`src/rtl/fpaddsub_stream_ctrl_if.sv`:
```
// rtl/fpaddsub_stream_ctrl_if.sv - operand, core and result signal bundle for the FP add/sub stream controller
interface fpaddsub_stream_ctrl_if #(
  parameter int TAGW = 4
);
  logic            in_valid;
  logic            in_ready;
  logic [31:0]     in_a;
  logic [31:0]     in_b;
  logic            in_op;
  logic [TAGW-1:0] in_tag;

  logic [31:0]     core_a;
  logic [31:0]     core_b;
  logic            core_ctrl;
  logic            core_rst;
  logic [31:0]     core_z;
  logic [4:0]      core_flags;

  logic            out_valid;
  logic            out_ready;
  logic [31:0]     out_z;
  logic [4:0]      out_flags;
  logic [TAGW-1:0] out_tag;

  // Controller side
  modport slave (
    input  in_valid, in_a, in_b, in_op, in_tag, core_z, core_flags, out_ready,
    output in_ready, core_a, core_b, core_ctrl, core_rst, out_valid, out_z, out_flags, out_tag
  );

  // Producer, consumer and core side
  modport master (
    output in_valid, in_a, in_b, in_op, in_tag, core_z, core_flags, out_ready,
    input  in_ready, core_a, core_b, core_ctrl, core_rst, out_valid, out_z, out_flags, out_tag
  );
endinterface

```
`src/rtl/fpaddsub_stream_ctrl.sv`:
```
// rtl/fpaddsub_stream_ctrl.sv - valid/ready front-end and in-order result collector for the FP add/sub core
// Credits cap outstanding operations at DEPTH so every core result is guaranteed a FIFO slot.
module fpaddsub_stream_ctrl #(
  parameter int LAT   = 11,
  parameter int DEPTH = 16,
  parameter int TAGW  = 4
) (
  input logic                 clk,
  input logic                 rst_n,
  fpaddsub_stream_ctrl_if.slave bus
);
  localparam int CW = $clog2(DEPTH + 1);
  localparam int AW = $clog2(DEPTH);
  localparam int EW = TAGW + 37;

  logic            issue;
  logic            pop;
  logic            push;

  logic [CW-1:0]   outstanding;
  logic [CW-1:0]   count;
  logic [AW-1:0]   wr_ptr;
  logic [AW-1:0]   rd_ptr;
  logic [EW-1:0]   mem [DEPTH];

  logic [LAT:0]    trk_v;
  logic [TAGW-1:0] trk_tag [LAT+1];

  logic [31:0]     core_a_q;
  logic [31:0]     core_b_q;
  logic            core_ctrl_q;

  assign issue = bus.in_valid & bus.in_ready;
  assign pop   = bus.out_valid & bus.out_ready;
  assign push  = trk_v[LAT];

  assign bus.in_ready  = (outstanding < CW'(DEPTH));
  assign bus.out_valid = (count != '0);
  assign bus.core_rst  = ~rst_n;
  assign bus.core_a    = core_a_q;
  assign bus.core_b    = core_b_q;
  assign bus.core_ctrl = core_ctrl_q;

  // Storage is not reset, so the head entry is masked whenever the FIFO is empty.
  always_comb begin
    {bus.out_tag, bus.out_flags, bus.out_z} = '0;
    if (count != '0) begin
      {bus.out_tag, bus.out_flags, bus.out_z} = mem[rd_ptr];
    end
  end

  always_ff @(posedge clk) begin
    if (!rst_n) begin
      core_a_q    <= '0;
      core_b_q    <= '0;
      core_ctrl_q <= 1'b0;
    end else if (issue) begin
      core_a_q    <= bus.in_a;
      core_b_q    <= bus.in_b;
      core_ctrl_q <= bus.in_op;
    end
  end

  // One stage per cycle of core latency plus the operand register in front of it.
  always_ff @(posedge clk) begin
    if (!rst_n) begin
      trk_v <= '0;
    end else begin
      trk_v <= {trk_v[LAT-1:0], issue};
    end
  end

  always_ff @(posedge clk) begin
    trk_tag[0] <= bus.in_tag;
    for (int i = 1; i <= LAT; i++) begin
      trk_tag[i] <= trk_tag[i-1];
    end
  end

  always_ff @(posedge clk) begin
    if (push) begin
      mem[wr_ptr] <= {trk_tag[LAT], bus.core_flags, bus.core_z};
    end
  end

  always_ff @(posedge clk) begin
    if (!rst_n) begin
      wr_ptr <= '0;
      rd_ptr <= '0;
      count  <= '0;
    end else begin
      if (push) begin
        wr_ptr <= wr_ptr + AW'(1);
      end
      if (pop) begin
        rd_ptr <= rd_ptr + AW'(1);
      end
      case ({push, pop})
        2'b10:   count <= count + CW'(1);
        2'b01:   count <= count - CW'(1);
        default: count <= count;
      endcase
    end
  end

  always_ff @(posedge clk) begin
    if (!rst_n) begin
      outstanding <= '0;
    end else begin
      case ({issue, pop})
        2'b10:   outstanding <= outstanding + CW'(1);
        2'b01:   outstanding <= outstanding - CW'(1);
        default: outstanding <= outstanding;
      endcase
    end
  end
endmodule

```
`src/flat_wrapper.sv`:
```
// flat-port wrapper written by rule: the top's interface ports become plain ports
module fpaddsub_stream_ctrl_flat 
#(
  parameter int LAT   = 11,
  parameter int DEPTH = 16,
  parameter int TAGW  = 4
)
  (clk, rst_n, bus_in_valid, bus_in_a, bus_in_b, bus_in_op, bus_in_tag, bus_core_z, bus_core_flags, bus_out_ready, bus_in_ready, bus_core_a, bus_core_b, bus_core_ctrl, bus_core_rst, bus_out_valid, bus_out_z, bus_out_flags, bus_out_tag);
  fpaddsub_stream_ctrl_if #(.TAGW(TAGW)) bus_i ();
  input logic clk;
  input logic rst_n;
  input wire logic [$bits(bus_i.in_valid)-1:0] bus_in_valid;
  input wire logic [$bits(bus_i.in_a)-1:0] bus_in_a;
  input wire logic [$bits(bus_i.in_b)-1:0] bus_in_b;
  input wire logic [$bits(bus_i.in_op)-1:0] bus_in_op;
  input wire logic [$bits(bus_i.in_tag)-1:0] bus_in_tag;
  input wire logic [$bits(bus_i.core_z)-1:0] bus_core_z;
  input wire logic [$bits(bus_i.core_flags)-1:0] bus_core_flags;
  input wire logic [$bits(bus_i.out_ready)-1:0] bus_out_ready;
  output wire logic [$bits(bus_i.in_ready)-1:0] bus_in_ready;
  output wire logic [$bits(bus_i.core_a)-1:0] bus_core_a;
  output wire logic [$bits(bus_i.core_b)-1:0] bus_core_b;
  output wire logic [$bits(bus_i.core_ctrl)-1:0] bus_core_ctrl;
  output wire logic [$bits(bus_i.core_rst)-1:0] bus_core_rst;
  output wire logic [$bits(bus_i.out_valid)-1:0] bus_out_valid;
  output wire logic [$bits(bus_i.out_z)-1:0] bus_out_z;
  output wire logic [$bits(bus_i.out_flags)-1:0] bus_out_flags;
  output wire logic [$bits(bus_i.out_tag)-1:0] bus_out_tag;
  assign bus_i.in_valid = bus_in_valid;
  assign bus_i.in_a = bus_in_a;
  assign bus_i.in_b = bus_in_b;
  assign bus_i.in_op = bus_in_op;
  assign bus_i.in_tag = bus_in_tag;
  assign bus_i.core_z = bus_core_z;
  assign bus_i.core_flags = bus_core_flags;
  assign bus_i.out_ready = bus_out_ready;
  assign bus_in_ready = bus_i.in_ready;
  assign bus_core_a = bus_i.core_a;
  assign bus_core_b = bus_i.core_b;
  assign bus_core_ctrl = bus_i.core_ctrl;
  assign bus_core_rst = bus_i.core_rst;
  assign bus_out_valid = bus_i.out_valid;
  assign bus_out_z = bus_i.out_z;
  assign bus_out_flags = bus_i.out_flags;
  assign bus_out_tag = bus_i.out_tag;
  fpaddsub_stream_ctrl #(.LAT(LAT), .DEPTH(DEPTH), .TAGW(TAGW)) u_core (.clk(clk), .rst_n(rst_n), .bus(bus_i));
endmodule
```
`config.mk`:
```
export PLATFORM = sky130hd
export DESIGN_NAME = fpaddsub_stream_ctrl_flat
export DESIGN_NICKNAME = d
export VERILOG_FILES = /design/src/rtl/fpaddsub_stream_ctrl_if.sv /design/src/rtl/fpaddsub_stream_ctrl.sv /design/src/flat_wrapper.sv
export SDC_FILE = /design/constraint.sdc
export NUM_CORES = 1
export LEC_CHECK = 0
export CELL_PAD_IN_SITES_DETAIL_PLACEMENT = 1
export CELL_PAD_IN_SITES_GLOBAL_PLACEMENT = 1
export CORE_ASPECT_RATIO = 1.1
export CORE_MARGIN = 5
export CORE_UTILIZATION = 55
export DETAILED_ROUTE_END_ITERATION = 8
export GPL_TIMING_DRIVEN = 0
export PLACE_DENSITY = 0.81
export RECOVER_POWER = 25
export SLEW_MARGIN = 15
export SYNTH_ARGS = -nofsm -noshare
export SYNTH_HDL_FRONTEND = slang
export SYNTH_SLANG_ARGS = --single-unit
```
`constraint.sdc`:
```
create_clock -name clk -period 7.5 [get_ports clk]
set_clock_uncertainty 0.05 [all_clocks]
set_input_delay 1.5 -clock clk [delete_from_list [all_inputs] [get_ports clk]]
set_output_delay 1.5 -clock clk [all_outputs]
set_load 0.01 [all_outputs]
```
# Word-level counts from Yosys, hierarchy flattened
# Memory sizes are Yosys's and may differ from the RTL's. A register that Yosys moved wholly into a read port is not among the register bits.
# Index checks and enable logic that the tools add are counted.
# totals
register_bits	95
mem_bits_rw	704
out_inout_bits	109
n_memories	2
# op_classes
addsub	6
order_cmp	1
n_eq_ne	4
mux	9
n_bitwise	3
reduce_logical	3
# mem_list
name	depth	width	read_ports	rd_ports_with_merged_regs	wr	line_no	text
u_core.mem	16	41	1	1	1	fpaddsub_stream_ctrl.sv:24	logic [EW-1:0] mem [DEPTH];
u_core.trk_tag	12	4	12	0	12	fpaddsub_stream_ctrl.sv:27	logic [TAGW-1:0] trk_tag [LAT+1];
# ops
op	count
32-bit two-way mux	1
5-bit one-hot mux with 2 select lines	2
4-bit two-way mux	3
5-bit by 1-bit adder with 5-bit output, second input constant	2
5-bit by 1-bit subtractor with 5-bit output, second input constant	2
4-bit by 1-bit adder with 4-bit output, second input constant	2
5-bit < comparator, second input constant	1
5-bit two-way mux	1
5-bit nonzero test	1
2-bit by 1-bit equality test with 1-bit output, second input constant	2
2-bit equality test, second input constant	2
2-bit nonzero test	2
1-bit bitwise AND	2
1-bit two-way mux	2
1-bit NOT	1

# Logic depth before layout (Yosys ltp)
# depth
ltp_word	4
depth_mapped	11

# Worst setup path before layout
# No wires, ideal clock.
# synth_timing
kind	input port to flip-flop
startpoint	input bus_in_valid
endpoint	register u_core.outstanding[4]
setup_time_ps	65
arrival_time_ps	3633
required_ps	7385
path_slack_ps	3752
stages	11
path_buffers	2
path_cell_list	nor2b_1 inv_1 clkbuf_1 ha_1 clkbuf_1 xor2_1 ha_1 o21ai_0 or3_1 a2111oi_0 nand4b_1
# synth_between
elab_chain_cells	3
# synth_rtl
item	line_no	text
start: declaration	flat_wrapper.sv:12	input wire logic [$bits(bus_i.in_valid)-1:0] bus_in_valid;
1-bit bitwise AND *	fpaddsub_stream_ctrl.sv:33	assign issue = bus.in_valid & bus.in_ready;
2-bit by 1-bit equality test with 1-bit output or 2-bit equality test (tied branches)	fpaddsub_stream_ctrl.sv:110	case ({issue, pop})
5-bit one-hot mux with 2 select lines or 2-bit nonzero test (tied branches)	n/a	
end signal: assignment	fpaddsub_stream_ctrl.sv:111	2'b10: outstanding <= outstanding + CW'(1);
end signal: assignment	fpaddsub_stream_ctrl.sv:112	2'b01: outstanding <= outstanding - CW'(1);
end signal: assignment	fpaddsub_stream_ctrl.sv:113	default: outstanding <= outstanding;
end: declaration	fpaddsub_stream_ctrl.sv:20	logic [CW-1:0] outstanding;
# Every way passes the cells marked *; elsewhere a longest branch is shown, timed or not.
# A chain may end at the register's enable or synchronous reset.

==> run_results.csv <==
group,metric,value,unit
critical_path,rr_worst_depth,11,
clock_tree,postCtsSetupBuffers,0,
placed_design,gp_congestion,0.765,
floorplan,die-area,58900,µm²
routing,postRouteAntennaNets,0,
logic_synthesis,syn_nets,1647,
global_route,grt_max_degree,42,
power,p_total,10200,µW
clock_tree,cts_resized,0,
timing,max_slew_margin,-45.9,%
final_layout,fin_nets,1956,
logic_synthesis,synth_area,29800,µm²
routing,vias,15951,
critical_path,cp_max_fo,10,
final_layout,layoutNonFillerInstCount,2620,
global_route,grt_pass1_wl,116000,µm
clock_tree,clock_sinks,803,
power,p_comb_share,13.9,%
floorplan,io_pins,219,
global_route,antenna_found_initial,4,
power,leakagePower,0.0114,µW
power,netSwitchingPower,2430,µW
clock_tree,clk-insertion-delay-late,0.62,ns
critical_path,worst_r2r_endpoint,"u_core.count[4]$_SDFFE_PN0P_",
timing,maxSlewViolCount,96,
routing,drtIter0Drc,1474,
clock_tree,numCtsBuffers,77,
logic_synthesis,synthCells,1524,
power,internal_power,7800,µW
routing,wirelength,79000,µm
logic_synthesis,yosysTopAreaCell,"edfxtp_1",
timing,max_freq,182,MHz
clock_tree,cts_tree,"yes",
logic_synthesis,synthArstFlopShare,0,%
hold_path,min_from,"u_core.trk_tag[2][2]$_DFF_P_",
logic_synthesis,yosysMostFrequentCell,"edfxtp_1",
logic_synthesis,avgSynthCellArea,19.5,µm²
run_status,outcome,"finished, violations left",
final_layout,area_growth,19.6,%
logic_synthesis,synth_cell_types,41,
placed_design,placed_cells,2482,
routing,vias_per_cell,6.09,
power,seqPwrFrac,48.3,%
timing,finalHoldViolCount,0,
floorplan,core_area,53700,µm²
floorplan,die_h,254,µm
logic_synthesis,synthTopCellsByArea,"edfxtp_1 66%, mux4_2 12%, dfxtp_1 9.9%, nand2_1 1.7%, mux2_2 1.5%",
logic_synthesis,ys.flop_type,"edfxtp_1",
critical_path,crit_type,"flip-flop to output port",
critical_path,worst_setup_path_end_kind,"output port",
run_status,violations,"max-capacitance violations, max-slew violations",
power,ir_worst_vdd,0.000165,V
global_route,first_global_vias,17461,
floorplan,die_w,232,µm
timing,setup_viol,0,
timing,hold_slack,0.273,ns
global_route,grt_usage,26.9,%
critical_path,r2r-start,"u_core.count[0]$_SDFFE_PN0P_",
floorplan,start_util,55.5,%
floorplan,num_rows,89,
clock_tree,htree_levels,3,
logic_synthesis,synth_common_cells,"656 x edfxtp_1, 164 x mux4_2, 147 x dfxtp_1",
logic_synthesis,synth_top_area_share,66.1,%
power,p_clk_share,37.8,%
power,p_sw_share,23.7,%
routing,wl_per_cell,30.2,µm
timing,worst_pin_slew,2.19,ns
critical_path,required,5.95,ns
global_route,grt-ovfl-total,0,
clock_tree,clockRootBuffer,"clkbuf_16",
hold_path,hold_path.class,"flip-flop to flip-flop",
final_layout,drive_gt1_share,19.3,%
hold_path,min_path_cells,0,
timing,rsz0062_at_grt,"no",
clock_tree,cts_hold_buf,0,
clock_tree,clkTransAtPathRegs,0.06,ns
final_layout,fill_cells,4481,
placed_design,io_buffers,218,
timing,fin_crit_sh,73.3,%
placed_design,dp_hpwl,47000,µm
timing,fin_tns_setup,0,ns
timing,fin_crit,5.50,ns
routing,drtPass1Iterations,5,
job,drv_cap,6,
logic_synthesis,seq_area_frac_synth,76.0,%
critical_path,reg2reg_slack,3.92,ns
timing,worst_slack,2.00,ns
critical_path,worstPathArrival,3.95,ns
routing,drc_errors,0,
logic_synthesis,synth-edff-count,656,
clock_tree,clockBufferDepth,3,
logic_synthesis,ys.warnings.count,0,
logic_synthesis,ys_ff_latch,803,
power,powerDensity,287,nW/µm²
placed_design,pre_cts_ws,2.18,ns
critical_path,crit_path_start_kind,"flip-flop",
hold_path,whs_endpoint,"u_core.trk_tag[2][6]$_DFF_P_",
==> through the flow <==
stage / util (%) / instance area (µm²)
after floorplan: - / 29800
after global routing: 66.3 / 35600
after detailed placement: 61.8 / 33200
final: 66.4 / 35600
after global placement: 61.3 / 32900
after CTS: 66.4 / 35600
==> power by group through the flow <==
stage | Clock, µW | Combinational (µW) | Sequential, µW
after CTS | 3910 | 1440 | 4940
final | 3860 | 1420 | 4940
after global routing | 4150 | 1500 | 4950
after floorplan | 0 | 734 | 5040
after global placement | 0 | 1390 | 5030
after detailed placement | 0 | 1430 | 5040
==> final cells by class <==
type | count | area, µm² | area share [%]
flip-flops and latches | 803 | 22600 | 63.6
inverters | 10 | 37.5 | 0.105
multi-input cells | 627 | 6680 | 18.7
diodes | 3 | 7.51 | 0.0211
well taps | 728 | 911 | 2.56
clock buffers | 95 | 2080 | 5.84
repair buffers | 230 | 2430 | 6.82
clock inverters | 40 | 375 | 1.05
plain buffers | 84 | 455 | 1.28
==> kinds of logic (layout without fill, tap and decap cells) <==
kind of cell | count (synthesis) | after routing | share of synthesized area (%)
muxes | 209 | 209 | 14.1
and+or+nand+nor | 265 | 265 | 4.38
xor gates and xnor gates | 11 | 11 | 0.323
DFF | 803 | 803 | 76.0
other | 0 | 3 | 0
buffers and inverters | 94 | 459 | 1.65
AOI/OAI and AO/OA | 129 | 129 | 3.01
adders and majority gates | 13 | 13 | 0.546
==> state kept, by name, summed over array words and instances (netlist names), named ones only <==
signal,count
u_core.bus.core_a,32
u_core.bus.core_b,32
u_core.bus.core_ctrl,1
u_core.count,5
u_core.mem,656
u_core.outstanding,5
u_core.rd_ptr,4
u_core.trk_tag,48
u_core.trk_v,12
u_core.wr_ptr,4
==> cells in the final DEF, fill, tap and decap left out, types with 21 or more instances in the layout <==
| cell type | n |
|---|---|
| mux4_2 | 164 |
| clkinv_1 | 22 |
| a21oi_1 | 67 |
| edfxtp_1 | 656 |
| clkbuf_16 | 81 |
| clkdlybuf4s50_1 | 200 |
| nor2b_1 | 38 |
| mux2_2 | 41 |
| buf_2 | 21 |
| a221o_1 | 41 |
| nand2_1 | 135 |
| clkbuf_1 | 53 |
| dfxtp_1 | 147 |
==> worst max path at each step <==
stage	startpoint	slack [ns]	cells after the start	end
after global placement	rst_n	2.19	5	bus_core_rst
after detailed placement	rst_n	2.18	5	bus_core_rst
after CTS	flip-flop	2.00	6	bus_out_z[26]
final	flip-flop	2.00	6	bus_out_z[26]
after global routing	flip-flop	1.91	6	bus_out_z[26]
after floorplan	bus_in_valid	3.75	11	u_core.outstanding[4]$_SDFFE_PN0P_
==> routing by layer <==
metal	GRT usage [%]	wire (µm)
met1	33.4	28600
met2	47.3	42000
met3	6.07	6120
met4	9.10	2290
met5	0	22
==> critical path, stage by stage, from the launching register on <==
cell,delay [ns]
dfxtp_1,0.36
clkbuf_1,0.57
clkbuf_1,0.82
mux4_2,0.41
mux2_2,0.27
a221o_1,0.36
clkdlybuf4s50_1,0.53
Note: power is estimated with default switching activity, not from simulation.
